[src/rtl/slot_alloc_pkg.sv]
// Shared types for the slot allocator: default-width index/count types and the stage FSM states.
package slot_alloc_pkg;

    localparam int SA_W = 32;

    typedef logic [$clog2(SA_W)-1:0]   idx_t;
    typedef logic [$clog2(SA_W+1)-1:0] cnt_t;

    typedef enum logic {
        EMPTY = 1'b0,
        FULL  = 1'b1
    } stage_e;

endpackage

[src/rtl/slot_alloc_e.sv]
// Circular left-most-zero finder: scans x_i from pos_i-1 downward (wrapping) and ends at pos_i.
module e #(
    parameter int W       = 32,
    parameter int RADIX_N = 4
) (
    input  logic [W-1:0]         x_i,
    input  logic [$clog2(W)-1:0] pos_i,
    output logic                 any,
    output logic [$clog2(W)-1:0] y_enc
);
    localparam int IW = $clog2(W);
    localparam int G  = (W + RADIX_N - 1) / RADIX_N;
    localparam int GW = (G > 1) ? $clog2(G) : 1;
    localparam int TW = $clog2(RADIX_N);

    typedef logic [IW-1:0] loc_idx_t;
    typedef logic [GW-1:0] grp_t;
    typedef logic [TW-1:0] sub_t;

    // req[j] is set when the j-th slot in search order is free; j=0 has top priority.
    logic [W-1:0]                  req;
    logic [G-1:0][RADIX_N-1:0]     req_grp;
    logic [G-1:0]                  grp_any;
    grp_t                          sel_g;
    sub_t                          sel_t;
    logic                          g_hit;
    logic                          t_hit;

    always_comb begin
        req = '0;
        for (int j = 0; j < W; j++) begin
            req[j] = ~x_i[loc_idx_t'((int'(pos_i) + 2 * W - 1 - j) % W)];
        end
    end

    assign req_grp = (G * RADIX_N)'(req);
    assign any     = |req;

    always_comb begin
        grp_any = '0;
        sel_g   = '0;
        g_hit   = 1'b0;
        for (int g = 0; g < G; g++) begin
            grp_any[g] = |req_grp[g];
            if (!g_hit && grp_any[g]) begin
                sel_g = grp_t'(g);
                g_hit = 1'b1;
            end
        end
        sel_t = '0;
        t_hit = 1'b0;
        for (int t = 0; t < RADIX_N; t++) begin
            if (!t_hit && req_grp[sel_g][t]) begin
                sel_t = sub_t'(t);
                t_hit = 1'b1;
            end
        end
        y_enc = loc_idx_t'((int'(pos_i) + 2 * W - 1
                            - (int'(sel_g) * RADIX_N + int'(sel_t))) % W);
    end

endmodule

[src/rtl/slot_alloc.sv]
// Round-robin slot allocator with a one-entry output stage; SLOT_ALLOC_ERR_EN adds a sticky err_o.
module slot_alloc
    import slot_alloc_pkg::*;
#(
    parameter int W       = 32,
    parameter int RADIX_N = 4
) (
    input  logic                   clk,
    input  logic                   arst_n,
    output logic                   alloc_vld_o,
    output logic [$clog2(W)-1:0]   alloc_idx_o,
    input  logic                   alloc_rdy_i,
    input  logic                   free_vld_i,
    input  logic [$clog2(W)-1:0]   free_idx_i,
    output logic [$clog2(W+1)-1:0] cnt_o,
    output logic                   full_o
`ifdef SLOT_ALLOC_ERR_EN
   ,output logic                   err_o
`endif
);
    localparam int IW = $clog2(W);
    localparam int CW = $clog2(W + 1);

    typedef logic [IW-1:0] sa_idx_t;
    typedef logic [CW-1:0] sa_cnt_t;

    stage_e   state_r;
    stage_e   state_nxt;
    logic [W-1:0] occ_r;
    logic [W-1:0] occ_nxt;
    sa_idx_t  ptr_r;
    sa_idx_t  out_idx_r;
    sa_idx_t  y_enc;
    sa_cnt_t  cnt_r;
    logic     any;
    logic     hs;
    logic     load;
    logic     free_ok;

    e #(
        .W       (W),
        .RADIX_N (RADIX_N)
    ) u_e (
        .x_i   (occ_r),
        .pos_i (ptr_r),
        .any   (any),
        .y_enc (y_enc)
    );

    assign hs = (state_r == FULL) && alloc_rdy_i;

    // The staged slot is marked occupied but not yet owned by anyone, so it cannot be returned.
    assign free_ok = free_vld_i && (int'(free_idx_i) < W) && occ_r[free_idx_i]
                     && !((state_r == FULL) && (free_idx_i == out_idx_r));

    always_comb begin
        state_nxt = state_r;
        load      = 1'b0;
        case (state_r)
            EMPTY: begin
                if (any) begin
                    state_nxt = FULL;
                    load      = 1'b1;
                end
            end
            FULL: begin
                if (hs) begin
                    if (any) begin
                        load = 1'b1;
                    end else begin
                        state_nxt = EMPTY;
                    end
                end
            end
            default: state_nxt = EMPTY;
        endcase
    end

    // The finder sees pre-free occupancy, so a freed bit can never collide with the new grant.
    always_comb begin
        occ_nxt = occ_r;
        if (free_ok) begin
            occ_nxt[free_idx_i] = 1'b0;
        end
        if (load) begin
            occ_nxt[y_enc] = 1'b1;
        end
    end

    always_ff @(posedge clk or negedge arst_n) begin
        if (!arst_n) begin
            state_r <= EMPTY;
        end else begin
            state_r <= state_nxt;
        end
    end

    always_ff @(posedge clk or negedge arst_n) begin
        if (!arst_n) begin
            occ_r     <= '0;
            ptr_r     <= '0;
            out_idx_r <= '0;
            cnt_r     <= '0;
        end else begin
            occ_r <= occ_nxt;
            if (load) begin
                out_idx_r <= y_enc;
                ptr_r     <= y_enc;
            end
            if (hs && !free_ok) begin
                cnt_r <= cnt_r + sa_cnt_t'(1);
            end else if (free_ok && !hs) begin
                cnt_r <= cnt_r - sa_cnt_t'(1);
            end
        end
    end

`ifdef SLOT_ALLOC_ERR_EN
    logic err_r;

    always_ff @(posedge clk or negedge arst_n) begin
        if (!arst_n) begin
            err_r <= 1'b0;
        end else if (free_vld_i && !free_ok) begin
            err_r <= 1'b1;
        end
    end

    assign err_o = err_r;
`endif

    assign alloc_vld_o = (state_r == FULL);
    assign alloc_idx_o = out_idx_r;
    assign cnt_o       = cnt_r;
    assign full_o      = &occ_r;

endmodule

[config.mk]
export PLATFORM = sky130hd
export DESIGN_NAME = slot_alloc
export DESIGN_NICKNAME = d
export VERILOG_FILES = /design/src/rtl/slot_alloc_pkg.sv /design/src/rtl/slot_alloc_e.sv /design/src/rtl/slot_alloc.sv
export SDC_FILE = /design/constraint.sdc
export NUM_CORES = 1
export LEC_CHECK = 0
export CAP_MARGIN = 20
export CORE_ASPECT_RATIO = 1.1
export CORE_MARGIN = 1.5
export CORE_UTILIZATION = 39
export CTS_CLUSTER_SIZE = 25
export DETAILED_ROUTE_END_ITERATION = 7
export DONT_BUFFER_PORTS = 1
export PLACE_DENSITY = 0.51
export SLEW_MARGIN = 20
export SYNTH_ARGS = -nofsm -noshare
export SYNTH_HDL_FRONTEND = slang
export SYNTH_HIERARCHICAL = 1
export SYNTH_SLANG_ARGS = --single-unit
[constraint.sdc]
create_clock -name clk -period 7.8 [get_ports clk]
set_clock_uncertainty 0.1 [all_clocks]
set_input_delay 0.78 -clock clk [delete_from_list [all_inputs] [get_ports clk]]
set_output_delay 0.78 -clock clk [all_outputs]
set_load 0.03 [all_outputs]
; ---- Word level (Yosys, flattened, before mapping)
; Cells that the tools add are included.
[totals]
reg_bits = 44
inputBits = 9
output_inout_bits = 13
wordCells = 258
[classes]
addsub = 37
n_lt_le_gt_ge = 37
eq_ne = 1
muxes = 101
n_bitwise = 36
reduce_logical = 42
[op_table]
columns = op, count
row1 = $lt 5x6->1 const B, 34
row2 = $bmux 1 s5, 33
row3 = $sub 5x5->5 const B, 16
row4 = $mux 32, 2
row5 = $mux 1, 50
row6 = $sub 5x4->5 const B, 8
row7 = $not 1->1, 33
row8 = $and 32x32->32, 1
row9 = $not 32->32, 1
row10 = $or 32x32->32, 1
row11 = $reduce_and 32->1, 1
row12 = $reduce_or 32->1, 1
row13 = $reduce_or 4->1, 8
row14 = $sub 5x3->5 const B, 4
row15 = $logic_and 1x1->1, 18
row16 = $mux 3, 6
row17 = $logic_not 1->1, 13
row18 = $bmux 4 s3, 1
row19 = $mux 6, 2
row20 = $demux 1 s5, 2
row21 = $ge 5x1->1 const B, 2
row22 = $sub 5x1->5 const B, 2
row23 = $sub 5x2->5 const B, 2
row24 = $add 6x1->6 const B, 1
row25 = 10 further kinds, 12

; ---- Longest topological paths before layout
[logic_depth]
depth_word = 49
mapped_depth = 36

; ---- By module
; Netlist, hierarchy kept.
[by_module_without_submodules]
columns = mod, n_inst, cells_each, area_per_inst_um2, seq_area_each_um2
row1 = e, 1, 463, 3666.0, 0.0
row2 = slot_alloc, 1, 286, 2657.5, 1101.1

; ---- Least setup slack after synthesis
; Ideal clock, no wire load.
[synth_path]
kind = reg-to-reg
startpoint = register out_idx_r[0], in the netlist alloc_idx_o[0]
endpoint = register occ_r[0]
setup_ps = 118
arrival_ps = 6974
path_slack_ps = 608
path_stages_with_launch = 32
n_path_buf = 4
period_less_slack_ps = 7192
path_cell_list = dfrtp_1 > buf_2 > buf_4 > inv_1 > buf_4 > ha_1 > xnor2_2 > xor2_1 > mux4_2 > nor2b_1 > o22ai_1 > a2111o_1 > nand4bb_4 > or3_1 > a22o_2 > a311oi_2 > o21a_1 > nand2_1 > a21oi_1 > ha_1 > inv_1 > fa_1 > nand2b_1 > a21oi_1 > xnor2_1 > xnor2_1 > xnor2_1 > clkbuf_1 > nor3_1 > and3_1 > a22o_1 > a21o_1
[synth_between]
elab_chain_len = 49
elab_cells_between_ends = 197
[synth_lines]
columns = element, line
row1 = start: declaration, slot_alloc.sv:32  ; sa_idx_t out_idx_r;
row2 = start signal: assignment, slot_alloc.sv:107  ; out_idx_r <= y_enc;
row3 = $add 5x1->5 *, --
row4 = $sub 5x1->5 *, --
row5 = $sub 5x2->5 / $sub 5x3->5 (equally long branches), --
row6 = $bmux 1 s5, --
row7 = $mux 1, --
row8 = $not 1->1, --
row9 = $reduce_or 4->1, --
row10 = $mux 1, --
row11 = [... 35 more ...], --
row12 = via y_enc[4], slot_alloc.sv:33  ; sa_idx_t y_enc;
row13 = $lt 5x6->1 / $ge 5x1->1 (equally long branches), --
row14 = $logic_and 1x1->1, --
row15 = $mux 1, --
row16 = $demux 1 s5 *, --
row17 = $or 32x32->32 (no line) *, --
row18 = $mux 32 *, slot_alloc.sv:85  ; if (load) begin
row19 = via occ_nxt[0], slot_alloc.sv:30  ; logic [W-1:0] occ_nxt;
row20 = end signal: assignment, slot_alloc.sv:105  ; occ_r <= occ_nxt;
row21 = end: declaration, slot_alloc.sv:29  ; logic [W-1:0] occ_r;
; Mark *: on every way through the listed nets, which the timed path passes. The rest lies on a longest branch. The select of a mux whose other input is x is not followed.
; A chain may end at the register's enable or synchronous reset.

; ---- Worst setup path in the final report
[layout_path]
startpoint = register out_idx_r[1], in the netlist alloc_idx_o[1]
endpoint = register occ_r[2]
; Same word-level chain as after synthesis.

==> results.md <==
- Outcome: finished clean
- Yosys reg bits: between 40 and 50
- Number of flops mapped to enable cells by yosys: 0
- Synthesized area: 6324 sq um
- Initial antenna violation count: 0
- CP startpoint kind: register
- First-pass GRT wire length: 32710 microns
- Syn_nets: just under 800
- Die X: 124.4 microns
- Final GP Congestion: between 0.9 and 1
- Share of cells above drive strength 1: 15.04%
- Crit path time final: roughly 7.3 ns
- # port buffers: 0
- Wirelength per Cell: 22.41 microns
- Die Footprint: 16990 sq um
- Total Neg Setup Slack: 0 ns
- Fmax: ~140 MHz
- Top flip-flop cell by instance count after synthesis: dfrtp_1
- Synth area leader: dfrtp_1
- Post-Place Setup Slack: 0.1662 ns
- Clk root buf: clkbuf_16
- Die Y: 136.6 microns
- Initial DRC count: about 440
- CP required: between 7 and 8 ns
- CP max FO: 17
- Filler Cell Count: ~1600
- Post-synth top area share: 17.41%
- Slowest CP cell: ha_2
- Num rows: 48
- DRC viols: 0
- Worst slew pin tran: 0.9288 ns
- Synth Instances: between 700 and 800
- CTS tree: yes
- CTS Buf Count: 5
- RSZ-0062 raised after global routing: no
- Gr usage total: 24.64%
- Rel. slew slack: approximately 38%
- Area grow syn2layout: 6.391%
- Arrival time worst endpoint: roughly 7.4 ns
- Vias in the first global route: 5808
- Fin crit share: 94.08%
- Max cap viols: 0
- Initial core utilization: 40.03%
- Worst Hold Class: primary input to async pin
- H-tree depth: 2
- Final Max Tran Viols: 0
- Worst-case clock buffer depth: 2
- WP buf/inv: 2
- Pre-antenna DRT Iters: 5
- Vias per cell: 6.241
- Area of the core: between 15000 and 20000 sq um
- Clock latency on the worst-skew pair: around 0.29 ns
- Final WL: 21020 microns
- Slowest stage delay, CP: 0.56 ns
- WS Path Type: register to register
- Post-layout net count: 761
- Total grt overflow: 0
- DR vias: 5854
- N_diodes: 0
- Hold Fails Final Rpt: 0
- Yosys cell types: 86
- Post-synthesis sequential area ratio: around 17%
- Mean Syn Cell Area: 8.443 sq um
- IO Pins: 22
- Cell family with most CP delay: simple AND/OR/NAND/NOR gates
- Antenna Violating Nets Remaining: 0
- Slack of the critical path: 0.4618 ns
- Clock sinks: 44
- Synth warn: 6
- Post-synth ARST share: 100.0%
- Final setup viols: 0
- Detailed placement HPWL: 16580 microns
- Largest net degree at the start of global routing: 46
- Crit path capture type: register
- Clock-pin slew on the worst setup and hold paths: 0.06 ns
- Top post-synthesis cells by area: dfrtp_1, mux2i_1, mux4_2, nand2_1, xnor2_1
## logic make-up after synthesis
group	count (synthesis)	synth area share, %
AOI/OAI and AO/OA	215	23.88
DFF	44	17.41
muxes	105	22.34
adders and majority gates	15	3.205
xor gates and xnor gates	48	7.004
and+or+nand+nor	246	20.06
buffers and inverters	76	6.094
## cells in the mapped netlist, drive strengths merged, types with 10 or more instances
cell / n
nand2: 88
mux2i: 60
o21ai: 53
nor2: 51
dfrtp: 44
xnor2: 38
buf: 34
inv: 31
a21o: 30
mux4: 26
a21oi: 23
mux2: 19
a211oi: 13
ha: 13
nor3: 13
a22o: 12
o21a: 12
clkbuf: 11
nand3: 11
nand4: 11
nor2b: 11
o22ai: 10
xor2: 10
## path summary, 6_finish.rpt
kind | slack (ns) | from | cells past startpoint | end
hold / removal | 0.08 | arst_n | 0 | occ_r[30]
setup reg to reg | 0.46 | alloc_idx_o[1] | 28 | occ_r[2]
max in group asynchronous | 7.42 | arst_n | 0 | alloc_idx_o[0]
setup / recovery | 0.46 | alloc_idx_o[1] | 28 | occ_r[2]
hold reg to reg | 0.51 | occ_r[2] | 1 | occ_r[2]
min in group clk | 0.51 | occ_r[2] | 1 | occ_r[2]
## per-layer routing
metal  wire length (microns)  track usage (%)
met5                       0                0
met4                    1036            13.22
met3                    1075            2.971
met2                   10040            42.34
met1                    8866            30.43
## registers in the layout, summed over array words and instances (netlist names)
signal       cells
alloc_idx_o      5
alloc_vld_o      1
occ_r           32
cnt_o            6
## cell usage in the layout (no fill, tap or decap), types with 7 or more instances in the layout
cell type and instances:
nand3b_1 7, o211ai_1 9, mux2i_1 59, inv_1 28, mux4_2 26, nand4_1 11, nor2b_1 10, xor2_1 8
nor3_1 13, a21o_1 30, a21oi_1 22, a211oi_1 13, dfrtp_1 43, nand2b_1 9, mux2_2 16, buf_4 25
o22ai_1 10, nand2_1 86, o21ai_0 50, ha_1 12, nand3_1 11, nor2_1 50, a22o_1 11, o21a_1 12
a22oi_1 8, xnor2_1 34
## worst reg2reg max path: cells and delay by family, from the launching register on
kind,cells,cell delay [ns]
XOR/XNOR,3,0.70
AND/OR/NAND/NOR,9,2.15
buffers and inverters,2,0.14
flip-flops,1,0.34
AO/OA/AOI/OAI,9,1.71
adder cells (fa/ha/maj),3,1.14
multiplexers,2,0.95
## repair_timing
| action | 4_1_cts | 5_1_grt |
|---|---|---|
| endpoints found under the setup margin | 0 | 32 |
| setup buffers | 0 | 0 |
| gates resized for setup | 0 | 5 |
| endpoints found under the hold margin | 0 | 0 |
| hold buffers | 0 | 0 |
## layout make-up
| cell class | count | area (sq um) | share of cell area [%] |
|---|---|---|---|
| clock inverter | 1 | 30.03 | 0.4463 |
| timing repair buffer | 26 | 207.7 | 3.087 |
| clock buffer | 7 | 152.6 | 2.269 |
| tap | 200 | 250.2 | 3.720 |
| sequential | 44 | 1102 | 16.38 |
| inverter | 31 | 116.4 | 1.730 |
| multi-input combinational | 629 | 4868 | 72.36 |
## metrics by stage
stage,hold WS [ns],std cells,cell area [sq um],util (%)
floorplan,0.3844,749,6324,-
global placement,0.3863,930,6524,41.30
detailed placement,0.3864,930,6524,41.30
CTS,0.07591,938,6706,42.46
global route,0.07237,938,6728,42.59
finish,0.08452,938,6728,42.59
Power is not shown: default switching activity piles up to over one toggle a cycle in this logic, so the estimate is an artifact.
